--- config.mk ---
export PLATFORM = sky130hd
export DESIGN_NAME = dump_scheduler
export DESIGN_NICKNAME = d
export VERILOG_FILES = /design/src/rtl/dump_scheduler.sv
export SDC_FILE = /design/constraint.sdc
export NUM_CORES = 1
export LEC_CHECK = 0
export CAP_MARGIN = 40
export CORE_ASPECT_RATIO = 2
export CORE_MARGIN = 10
export CORE_UTILIZATION = 54
export DETAILED_ROUTE_END_ITERATION = 12
export GPL_TIMING_DRIVEN = 0
export MAX_ROUTING_LAYER = met4
export PLACE_DENSITY = 0.89
export SYNTH_ARGS = -nofsm -noshare
export SYNTH_HDL_FRONTEND = slang
export SYNTH_SLANG_ARGS = --single-unit
--- constraint.sdc ---
create_clock -name clk -period 3.1 [get_ports clk]
set_input_delay 0.62 -clock clk [delete_from_list [all_inputs] [get_ports clk]]
set_output_delay 0.62 -clock clk [all_outputs]
set_load 0.1 [all_outputs]
--- src/rtl/dump_scheduler.sv ---
// dump_scheduler: walks the masked capture channels in ascending order. For each
// channel it reads every sample oldest-first through the shared RAM port and sends
// each byte to the UART transmitter.
// Latency: a request accepted at edge 0 gives SELECT in cycle 1, ram_en in cycle 2
// and tx_start in cycle 4. tx_done at edge k gives ram_en in k+1 and tx_start in k+3.
// Backpressure: exactly one byte is in flight at a time, and the next RAM read waits
// for tx_done. dump_req is ignored while busy. abort returns to IDLE at the next edge.
// Optional header: define DUMP_HDR_EN to send {4'hA, channel} ahead of each channel.
//
// Ports:
//   clk, rst_n                  clock; asynchronous active-low reset
//   dump_req, ch_mask,          dump command; ch_mask and start_addr are
//   start_addr, capture_done    sampled together with dump_req
//   abort                       drop the dump in progress
//   ram_en/ram_addr/ram_ch_sel  shared RAM read port (1-cycle read latency)
//   ram_rdata                   all channels' read data; channel i in [i*DATA_W +: DATA_W]
//   tx_data/tx_start/tx_done    UART byte handshake
//   busy, dump_finished,        status outputs
//   clr_capture_done, reject
module dump_scheduler #(
  parameter int NUM_CH = 3,
  parameter int ADDR_W = 9,
  parameter int DATA_W = 8
) (
  input  logic                                        clk,
  input  logic                                        rst_n,
  input  logic                                        dump_req,
  input  logic [NUM_CH-1:0]                           ch_mask,
  input  logic                                        capture_done,
  input  logic [ADDR_W-1:0]                           start_addr,
  input  logic                                        abort,
  output logic                                        ram_en,
  output logic [ADDR_W-1:0]                           ram_addr,
  output logic [((NUM_CH > 1) ? $clog2(NUM_CH) : 1)-1:0] ram_ch_sel,
  input  logic [NUM_CH*DATA_W-1:0]                    ram_rdata,
  output logic [DATA_W-1:0]                           tx_data,
  output logic                                        tx_start,
  input  logic                                        tx_done,
  output logic                                        busy,
  output logic                                        dump_finished,
  output logic                                        clr_capture_done,
  output logic                                        reject
);

  localparam int CH_W  = (NUM_CH > 1) ? $clog2(NUM_CH) : 1;
  localparam int DEPTH = 1 << ADDR_W;
  localparam int CNT_W = ADDR_W + 1;

  typedef enum logic [3:0] {
    IDLE, SELECT, READ, WAIT_RD, SEND, WAIT_TX, DONE, HDR, WAIT_HDR
  } state_t;

  state_t            state;
  logic [NUM_CH-1:0] mask_q;   // channels still to be dumped
  logic [ADDR_W-1:0] start_q;
  logic [CNT_W-1:0]  cnt;      // samples already sent on the current channel
  logic [CH_W-1:0]   low_idx;  // lowest channel still pending
  logic [DATA_W-1:0] rd_byte;  // read data lane of the selected channel

  // Scan from the top down, so the last assignment made is the lowest set bit.
  always_comb begin
    low_idx = '0;
    for (int i = NUM_CH - 1; i >= 0; i--) begin
      if (mask_q[i]) low_idx = CH_W'(i);
    end
  end

  always_comb begin
    rd_byte = '0;
    for (int i = 0; i < NUM_CH; i++) begin
      if (ram_ch_sel == CH_W'(i)) rd_byte = ram_rdata[i*DATA_W +: DATA_W];
    end
  end

  always_ff @(posedge clk or negedge rst_n) begin
    if (!rst_n) begin
      state            <= IDLE;
      mask_q           <= '0;
      start_q          <= '0;
      cnt              <= '0;
      ram_en           <= 1'b0;
      ram_addr         <= '0;
      ram_ch_sel       <= '0;
      tx_data          <= '0;
      tx_start         <= 1'b0;
      busy             <= 1'b0;
      dump_finished    <= 1'b0;
      clr_capture_done <= 1'b0;
      reject           <= 1'b0;
    end else begin
      // Strobes default low. Each state that needs one raises it for one cycle.
      ram_en           <= 1'b0;
      tx_start         <= 1'b0;
      dump_finished    <= 1'b0;
      clr_capture_done <= 1'b0;
      reject           <= 1'b0;
      if (abort && state != IDLE) begin
        // abort is checked before the case statement, so it wins over a
        // tx_done arriving in the same cycle.
        state  <= IDLE;
        busy   <= 1'b0;
        mask_q <= '0;
      end else begin
        case (state)
          IDLE: begin
            if (dump_req) begin
              if (capture_done && (ch_mask != '0)) begin
                mask_q  <= ch_mask;
                start_q <= start_addr;
                busy    <= 1'b1;
                state   <= SELECT;
              end else begin
                reject <= 1'b1;
              end
            end
          end
          SELECT: begin
            if (mask_q == '0) begin
              dump_finished    <= 1'b1;
              clr_capture_done <= 1'b1;
              state            <= DONE;
            end else begin
              ram_ch_sel <= low_idx;
              ram_addr   <= start_q;
              cnt        <= '0;
`ifdef DUMP_HDR_EN
              tx_data  <= {4'hA, (DATA_W-4)'(low_idx)};
              tx_start <= 1'b1;
              state    <= HDR;
`else
              ram_en <= 1'b1;
              state  <= READ;
`endif
            end
          end
          READ:    state <= WAIT_RD;
          WAIT_RD: begin
            tx_data  <= rd_byte;
            tx_start <= 1'b1;
            state    <= SEND;
          end
          SEND:    state <= WAIT_TX;
          WAIT_TX: begin
            if (tx_done) begin
              ram_addr <= ram_addr + 1'b1;  // wraps modulo DEPTH
              cnt      <= cnt + 1'b1;
              if (cnt == CNT_W'(DEPTH - 1)) begin
                mask_q[ram_ch_sel] <= 1'b0;
                state              <= SELECT;
              end else begin
                ram_en <= 1'b1;
                state  <= READ;
              end
            end
          end
          DONE: begin
            busy  <= 1'b0;
            state <= IDLE;
          end
          HDR:      state <= WAIT_HDR;
          WAIT_HDR: begin
            if (tx_done) begin
              ram_en <= 1'b1;
              state  <= READ;
            end
          end
          default:  state <= IDLE;
        endcase
      end
    end
  end

endmodule

==> results by group, run 1 <==
STA
  – Min Hold Slack: 0.2807 ns
  – Setup tns final: 0 ns
  – Minimum clock period: 2.250 ns
  – Final setup vio count: 0
  – Clock Skew: 0.003756 ns
  – Worst slew margin: 57.22%
  – Tcrit/Tclk final: 72.58%
  – Worst-margin pin slew: 0.6369 ns
  – Final Hold Fails: 0
  – Max-slew violations: 0
  – Unrepaired setup endpoints after global routing: false
  – FMAX: 444.5 MHz

Yosys
  – Mapped Cells: 285
  – Post-synthesis sequential area ratio: 44.78%
  – Post-Syn Nets: 329
  – Seq cells post-synth: 50
  – Ys async rst share: 100.0%
  – Post-Syn Area: 2794 µm²
  – Commonest register cell after synthesis: dfrtp_1
  – Share of the synthesized area in the top cell type: 44.78%
  – Distinct cells, synth: 61
  – Synth top area cells: dfrtp_1, a21oi_1, mux2_2, nor2_1, mux2i_1
  – Syn_area_per_cell: 9.803 µm²
  – Ys Warns: 0
  – Post-synth EDFFs: 0
  – Cell taking the most area after synthesis: dfrtp_1

Floorplanning
  – Chip Width: 70.86 µm
  – Row count: 37
  – Initial core utilization: 54.86%
  – Ports: 67
  – Die Y: 121.7 µm
  – Core ar.: 5092 µm²
  – Die area: 8625 µm²

Worst setup path
  – Critical path endpoint category: output port
  – Largest fanout on the critical path: 8
  – Critical R2R Capture: mask_q[2]$_DFFE_PN0P_
  – Launch point of the worst path: ram_addr[0]$_DFFE_PN0P_
  – Setup CP Type: flop to output port
  – Flop2flop setup slack: 1.06 ns
  – WP data arrival: 1.63 ns
  – Crit start category: flop
  – Cells on worst reg2reg path: 5
  – Reg2reg start: cnt[0]$_DFFE_PN0P_
  – CP required: 2.48 ns

Placement
  – Final HPWL DP: 7072 µm
  – RePlAce Congestion: 0.9005
  – PortBufs: 65
  – Placed cell count: 434

CTS
  – # resized after CTS: 0
  – CTS Buf Count: 5
  – TritonCTS clock tree: built
  – Reg clk slew, reported paths: 0.09 ns
  – H-tree depth: 2
  – CTS Root Buffer Type: clkbuf_8
  – Cts-stage hold buffer count: 0
  – Post-CTS repair timing setup buffer count: 0
  – Clock sink count: 50
  – Insertion delay to the later sink of the worst-skew pair: 0.31 ns
  – CTS max path bufs: 2

Hold path
  – Worst hold-check path type: primary input to async pin

Cells and area
  – Multi-input logic area: 1403 µm²
  – Antenna diodes: 0
  – Storage cell area: 1251 µm²
  – Commonest non-fill, non-tap cell in the layout: clkdlybuf4s50_1
  – Layout area overhead: 47.20%
  – Nets: 427
  – Final non-filler cell total: 442
  – Most frequent cells in the layout: clkdlybuf4s50_1, dfrtp_1, a21oi_1
  – Share of layout cells above drive strength 1: 19.27%
  – Fillers: 294

Power and ir drop
  – Overall power: 4.743 mW
  – PwrDens: 1153 nW/µm²
  – VDD IR-drop max: 0.001015 V
  – Static leakage: 1.708 nW

Status
  – Status: complete, no violations

GRT
  – Number of global-route vias before repair: 3120
  – GR Overflow Total: 0
  – Largest net degree at the start of global routing: 30
  – First-pass GRT wire length: 15060 µm
  – Initial antenna violation count: 0
  – GRT Resource Usage Total: 22.00%

Drt
  – # DRC: 0
  – Final wirelength: 9237 µm
  – Total number of vias: 2863
  – Via density: 6.477
  – Final ANT Viol Nets: 0
  – Per-cell routed wire length: 20.90 µm
  – Iter 0 DRT Violations: 255
  – Pre-antenna DRT Iters: 5

Flow run
  – Max_cap viols: 0
==> area by class of cell <==
type / count / area share, %
buffer: 18 / 2.860
clock buffer: 6 / 2.008
clock inverter: 2 / 1.460
inverter: 6 / 0.5476
multi-input combinational: 211 / 34.10
sequential: 50 / 30.42
tap: 58 / 1.765
timing repair buffer: 91 / 26.83
==> per-layer routing <==
layer	global-route usage, %	wire (µm)	vias up
met5	-	0	-
met4	12.65	412	0
met3	4.394	505	47
met2	40.72	5182	175
met1	19.96	3136	1402
li1	-	-	1239
==> critical path, stage by stage (launching register included) <==
cell	delay, ns
dfrtp_1	0.53
clkdlybuf4s50_1	0.58
buf_8	0.20
==> per-stage QoR <==
stage	worst slack (ns)	area [µm²]	utilization, %
after floorplan	1.094	2794	-
after global placement	-0.003675	3517	69.07
after detailed placement	0.7956	3970	77.96
after CTS	0.8469	4113	80.76
after global routing	0.8041	4113	80.76
final	0.8501	4113	80.76
==> kinds of logic (layout without fill, tap and decap cells) <==
logic type,count (synthesis),in the layout,share of synthesized area (%)
compound gates,89,89,20.38
fa+ha+maj,2,2,0.8955
buf+inv,24,123,5.016
flops,50,50,44.78
mux,22,22,8.867
simple gates,98,98,20.06
==> power by group <==
group	switching, mW	internal, mW
Clock	0.233	0.344
Sequential	0.245	0.897
Combinational	1.82	1.20
Total	2.30	2.44
==> worst max path at each step <==
stage / end / slack, ns / cells after the start
after detailed placement: mask_q[2]$_DFFE_PN0P_ / 0.80 / 5
after global placement: tx_data[7]$_DFFE_PN0P_ / -0.004 / 1
after CTS: ram_addr[0] / 0.85 / 2
after global routing: ram_addr[0] / 0.80 / 2
after floorplan: ram_addr[8]$_DFFE_PN0P_ / 1.09 / 5
final: ram_addr[0] / 0.85 / 2
==> cell usage after synthesis (3+ instances only) <==
library cell	instances
buf_6	4
mux2_4	3
nand2_1	23
a21oi_1	34
mux2_2	9
buf_4	3
nand2b_1	5
nor2b_1	3
nand3_1	13
o31ai_1	5
nand4_1	5
o22ai_1	5
and3_1	3
a2bb2oi_1	3
o21ai_1	8
mux2i_1	9
o21ai_0	9
nor2_1	25
a31oi_1	4
buf_2	7
inv_1	6
dfrtp_1	50
==> registers in the layout (all words and copies together) (netlist names) <==
register	flops
busy	1
ram_en	1
reject	1
tx_data	8
ram_ch_sel	2
tx_start	1
state	4
start_q	9
ram_addr	9
cnt	10
mask_q	3
clr_capture_done	1
No activity file was read; power rests on OpenSTA's default activity.
==> run 2: changes to the inputs <==
Settings changed: CORE_UTILIZATION 54 to 50, PLACE_DENSITY 0.89 to 0.83.
Clock period 3.1 ns to 2.4 ns, I/O delays scaled along.
==> results by group, run 2 (synthesized netlist as in run 1, its figures left out) <==
Status
  – Status: complete, no violations

Worst setup path
  – Flop2flop setup slack: 0.39 ns (-0.67 ns)
  – Critical path endpoint category: output port
  – WP data arrival: 1.63 ns (about the same)
  – Critical Path Stages: 2 (unchanged)
  – Setup CP Type: flop to output port
  – WP buf/inv: 2 (unchanged)
  – Critical Path Sink: ram_addr[0]
  – Largest fanout on the critical path: 8 (unchanged)
  – Launch point of the worst path: ram_addr[0]$_DFFE_PN0P_
  – Critical R2R Capture: mask_q[0]$_DFFE_PN0P_
  – Crit-path cells: clkdlybuf4s50_1, buf_8
  – Crit start category: flop
  – Slowest CP cell: clkdlybuf4s50_1
  – Crit-path leading delay family: buffers and inverters
  – Reg2reg start: cnt[0]$_DFFE_PN0P_
  – Cells on worst reg2reg path: 5 (unchanged)
  – CP required: 1.92 ns (-0.56 ns)
  – Peak per-stage delay on the critical path: 0.59 ns (about the same)

Floorplanning
  – Die area: 9159 µm² (+6.2%)
  – Chip Width: 72.86 µm (+2.8%)
  – Die Y: 125.7 µm (+3.3%)
  – Row count: 38 (+2.7%)
  – Initial core utilization: 51.55% (-3.3 points)
  – Ports: 67 (unchanged)
  – Core ar.: 5420 µm² (+6.4%)

STA
  – Setup tns final: 0 ns (unchanged)
  – Worst slew margin: 60.06% (+2.8 points)
  – Clock Skew: 0.007685 ns (+0.003928 ns)
  – Min Hold Slack: 0.07052 ns (-0.2102 ns)
  – Final setup vio count: 0 (unchanged)
  – FMAX: 473.4 MHz
  – Max-slew violations: 0 (unchanged)
  – Tcrit/Tclk final: 88.01%
  – Final Hold Fails: 0 (unchanged)
  – Unrepaired setup endpoints after global routing: false
  – Minimum clock period: 2.112 ns
  – Worst-margin pin slew: 0.5946 ns (-0.04229 ns)

Drt
  – Total number of vias: 2675 (-6.6%)
  – # DRC: 0 (unchanged)
  – Final wirelength: 8873 µm (-3.9%)
  – Pre-antenna DRT Iters: 5 (unchanged)
  – Final ANT Viol Nets: 0 (unchanged)
  – Per-cell routed wire length: 19.98 µm (-4.4%)
  – Via density: 6.025 (-7.0%)
  – Iter 0 DRT Violations: 266 (+4.3%)

Cells and area
  – Fin util: 75.72% (-5.0 points)
  – Most frequent cells in the layout: clkdlybuf4s50_1, dfrtp_1, a21oi_1
  – Largest Register: cnt
  – Share of layout cells above drive strength 1: 19.06% (-0.21 points)
  – Nets: 427 (unchanged)
  – Multi-input logic area: 1403 µm² (unchanged)
  – Storage cell area: 1251 µm² (unchanged)
  – Largest registers: cnt x10, ram_addr x9, start_q x9
  – Commonest non-fill, non-tap cell in the layout: clkdlybuf4s50_1
  – Final Cell Area: 4104 µm² (-0.21%)
  – Layout area overhead: 46.89%
  – Fillers: 374 (+27%)
  – Number of flip-flops in the largest register: 10 (unchanged)

CTS
  – Reg clk slew, reported paths: 0.09 ns (about the same)
  – CTS Root Buffer Type: clkbuf_8
  – Post-CTS repair timing setup buffer count: 0 (unchanged)
  – # resized after CTS: 0 (unchanged)
  – Cts-stage hold buffer count: 0 (unchanged)
  – CTS max path bufs: 2 (unchanged)
  – Insertion delay to the later sink of the worst-skew pair: 0.30 ns (about the same)
  – CTS Buf Count: 5 (unchanged)
  – Clock sink count: 50 (unchanged)
  – H-tree depth: 2 (unchanged)
  – TritonCTS clock tree: built

Placement
  – Dpl cell area: 4023 µm² (+1.3%)
  – Final HPWL DP: 6908 µm (-2.3%)
  – PortBufs: 65 (unchanged)
  – RePlAce Congestion: 0.8703 (-3.4%)

GRT
  – GRT Resource Usage Total: 19.83% (-2.2 points)
  – Number of global-route vias before repair: 2956 (-5.3%)
  – Largest net degree at the start of global routing: 38 (+27%)
  – Initial antenna violation count: 1 (+1)
  – GR Overflow Total: 0 (unchanged)
  – First-pass GRT wire length: 14530 µm (-3.5%)

Flow run
  – Max_cap viols: 0 (unchanged)

Power and ir drop
  – VDD IR-drop max: 0.001437 V (+42%)
  – PwrDens: 1439 nW/µm² (+25%)
  – Static leakage: 1.700 nW (-0.50%)
  – Overall power: 5.904 mW (+24%)

Hold path
  – Worst hold-check path type: primary input to async pin
[run 2: cell types whose count changed in the layout (fill, tap and decap cells not counted), sizes merged]
cell,change
bufinv,-2
diode,+1
clkinv,+2
clkbuf,-1
[run 2: power by group]
group / internal, mW / switching (mW) / leakage (nW) / total, mW
combinational: 1.62 / 2.34 / 1.03 / 3.96
clock: 0.197 / 0.280 / 0.0438 / 0.477
sequential: 1.16 / 0.309 / 0.626 / 1.47
[run 2: area by class of cell]
type,count,share of cell area [%]
clock inverter,2,0.2439
antenna,1,0.06098
inverter,6,0.5488
sequential,50,30.49
tap,60,1.829
multi-input combinational,211,34.18
buffer,18,2.866
timing repair buffer,91,28.11
clock buffer,5,1.677
[run 2: through the flow]
step / instances / setup slack, ns
final: 444 / 0.2878
after detailed placement: 436 / 0.2617
after CTS: 443 / 0.3088
after global placement: 410 / -0.6082
after global routing: 444 / 0.2491
after floorplan: 285 / 0.3944
[run 2: worst reg2reg max path, delay by kind of cell (launching register included)]
| kind | cells | cell delay (ns) |
|---|---|---|
| muxes | 1 | 0.31 |
| DFF | 1 | 0.43 |
| and+or+nand+nor | 2 | 0.67 |
| adders and majority gates | 1 | 0.22 |
| AOI/OAI and AO/OA | 1 | 0.26 |
[run 2: per-layer routing]
metal	vias to the layer above	wire length, µm	track usage, %
met2	80	5281	36.46
li1	1251	-	-
met3	19	346	3.538
met5	-	0	-
met4	0	208	6.742
met1	1325	3036	19.80
[run 2: worst min path at each step]
stage / start / to / slack, ns
floorplan: rst_n / busy$_DFFE_PN0P_ / 0.18
global placement: start_q[1]$_DFFE_PN0P_ / start_q[1]$_DFFE_PN0P_ / 0.49
detailed placement: rst_n / ram_en$_DFF_PN0_ / 0.41
CTS: rst_n / ram_en$_DFF_PN0_ / 0.08
global route: rst_n / ram_en$_DFF_PN0_ / 0.1
finish: rst_n / ram_en$_DFF_PN0_ / 0.07
==> run 3: changes to the inputs <==
Settings changed: PLACE_DENSITY 0.83 to 0.8.
==> results by group, run 3 (synthesized netlist as in run 1, its figures left out) <==
Cells and area
  – Share of layout cells above drive strength 1: 19.27% (+0.21 points)
  – Antenna diodes: 0 (-1)
  – Nets: 427 (unchanged)
  – Final non-filler cell total: 444 (unchanged)
  – Largest registers: cnt x10, ram_addr x9, start_q x9
  – Commonest non-fill, non-tap cell in the layout: clkdlybuf4s50_1
  – Fillers: 366 (-2.1%)
  – Most frequent cells in the layout: clkdlybuf4s50_1, dfrtp_1, a21oi_1
  – Largest Register: cnt
  – Layout area overhead: 48.14%
  – Number of flip-flops in the largest register: 10 (unchanged)

CTS
  – CTS Buf Count: 5 (unchanged)
  – CTS max path bufs: 2 (unchanged)
  – Post-CTS repair timing setup buffer count: 0 (unchanged)
  – Clock sink count: 50 (unchanged)
  – Insertion delay to the later sink of the worst-skew pair: 0.33 ns (+0.03 ns)
  – H-tree depth: 2 (unchanged)
  – Reg clk slew, reported paths: 0.10 ns (about the same)
  – Cts-stage hold buffer count: 0 (unchanged)
  – # resized after CTS: 0 (unchanged)
  – CTS Root Buffer Type: clkbuf_8
  – TritonCTS clock tree: built

Hold path
  – Worst hold-check path type: primary input to async pin

Drt
  – Iter 0 DRT Violations: 236 (-11%)
  – Via density: 6.167 (+2.4%)
  – Final ANT Viol Nets: 0 (unchanged)
  – Final wirelength: 8709 µm (-1.8%)
  – Total number of vias: 2738 (+2.4%)
  – Pre-antenna DRT Iters: 5 (unchanged)
  – Per-cell routed wire length: 19.61 µm (-1.8%)
  – # DRC: 0 (unchanged)

Worst setup path
  – WP data arrival: 1.65 ns (+0.02 ns)
  – Reg2reg start: state[1]$_DFFE_PN0P_
  – Critical Path Sink: ram_addr[0]
  – WP buf/inv: 2 (unchanged)
  – Crit-path cells: clkdlybuf4s50_1, buf_8
  – Slowest CP cell: clkdlybuf4s50_1
  – Crit-path leading delay family: buffers and inverters
  – Launch point of the worst path: ram_addr[0]$_DFFE_PN0P_
  – Flop2flop setup slack: 0.42 ns (+0.03 ns)
  – Critical path endpoint category: output port
  – Cells on worst reg2reg path: 4 (-1)
  – Peak per-stage delay on the critical path: 0.58 ns (about the same)
  – Largest fanout on the critical path: 8 (unchanged)
  – Critical R2R Capture: mask_q[2]$_DFFE_PN0P_
  – Critical Path Stages: 2 (unchanged)
  – Crit start category: flop
  – CP required: 1.92 ns (about the same)
  – Setup CP Type: flop to output port

STA
  – Clock Skew: 0.007269 ns (-0.0004159 ns)
  – Worst-margin pin slew: 0.6440 ns (+0.04946 ns)
  – Unrepaired setup endpoints after global routing: false
  – Worst slew margin: 55.95% (-4.1 points)
  – Tcrit/Tclk final: 88.81% (+0.80 points)
  – Setup tns final: 0 ns (unchanged)
  – Min Hold Slack: 0.1136 ns (+0.04309 ns)
  – Final Hold Fails: 0 (unchanged)
  – Final setup vio count: 0 (unchanged)
  – FMAX: 469.2 MHz (-0.90%)
  – Minimum clock period: 2.131 ns (+0.01916 ns)
  – Max-slew violations: 0 (unchanged)
  – Setup ws final: 0.2686 ns (-0.01916 ns)

Power and ir drop
  – Static leakage: 1.715 nW (+0.88%)
  – PwrDens: 1459 nW/µm² (+1.4%)
  – VDD IR-drop max: 0.001435 V (-0.15%)

Flow run
  – Max_cap viols: 0 (unchanged)

Placement
  – RePlAce Congestion: 0.9175 (+5.4%)
  – Placed cell count: 436 (unchanged)
  – Pre-CTS WS: 0.1077 ns (-0.1540 ns)
  – Final HPWL DP: 6674 µm (-3.4%)
  – PortBufs: 65 (unchanged)

GRT
  – First-pass GRT wire length: 14380 µm (-1.0%)
  – Largest net degree at the start of global routing: 31 (-18%)
  – GR Overflow Total: 0 (unchanged)
  – Number of global-route vias before repair: 2973 (+0.58%)
  – GRT Resource Usage Total: 20.02% (+0.19 points)
  – Initial antenna violation count: 0 (-1)

Floorplanning
  – Core ar.: 5420 µm² (unchanged)
  – Chip Width: 72.86 µm (unchanged)
  – Die Y: 125.7 µm (unchanged)
  – Initial core utilization: 51.55% (unchanged)
  – Ports: 67 (unchanged)
  – Row count: 38 (unchanged)
  – Die area: 9159 µm² (unchanged)

Status
  – Status: complete, no violations
run 3: worst min-delay path by stage:
stage,to,slack (ns),cells past startpoint
floorplan,busy$_DFFE_PN0P_,0.18,0
global placement,start_q[1]$_DFFE_PN0P_,0.49,1
detailed placement,ram_en$_DFF_PN0_,0.48,1
CTS,reject$_DFF_PN0_,0.12,1
global route,ram_addr[7]$_DFFE_PN0P_,0.13,1
finish,ram_en$_DFF_PN0_,0.11,1
run 3: stage by stage:
step           cell area (µm²)  utilization, %  total power, mW
3_5_place_dp              4023           74.22            5.398
3_3_place_gp              3520           64.94            4.506
6_report                  4139           76.36            6.037
4_1_cts                   4139           76.36            6.052
2_1_floorplan             2794               -            3.780
5_1_grt                   4139           76.36            6.310
run 3: power by group:
group / internal [mW] / total (mW) / switching, mW
Combinational: 1.61 / 3.94 / 2.33
Clock: 0.316 / 0.643 / 0.326
Sequential: 1.16 / 1.46 / 0.298
Total: 3.09 / 6.04 / 2.95
run 3: layout make-up:
class	instances	area [µm²]	share of cell area, %
sequential	50	1251	30.23
clock inverter	3	47.55	1.149
tap	60	75.07	1.814
timing repair buffer	91	1154	27.87
inverter	6	22.52	0.5441
buffer	18	117.6	2.842
multi-input combinational	211	1403	33.89
clock buffer	5	68.82	1.663
run 3: per-layer routing:
layer / up-vias / routed length (µm) / share of wire (%) / GRT usage, %
li1: 1250 / - / - / -
met1: 1321 / 3067 / 35 / 19.06
met2: 132 / 4864 / 56 / 35.95
met3: 35 / 411 / 4.7 / 4.245
met4: 0 / 365 / 4.2 / 9.888
met5: - / 0 / 0 / -
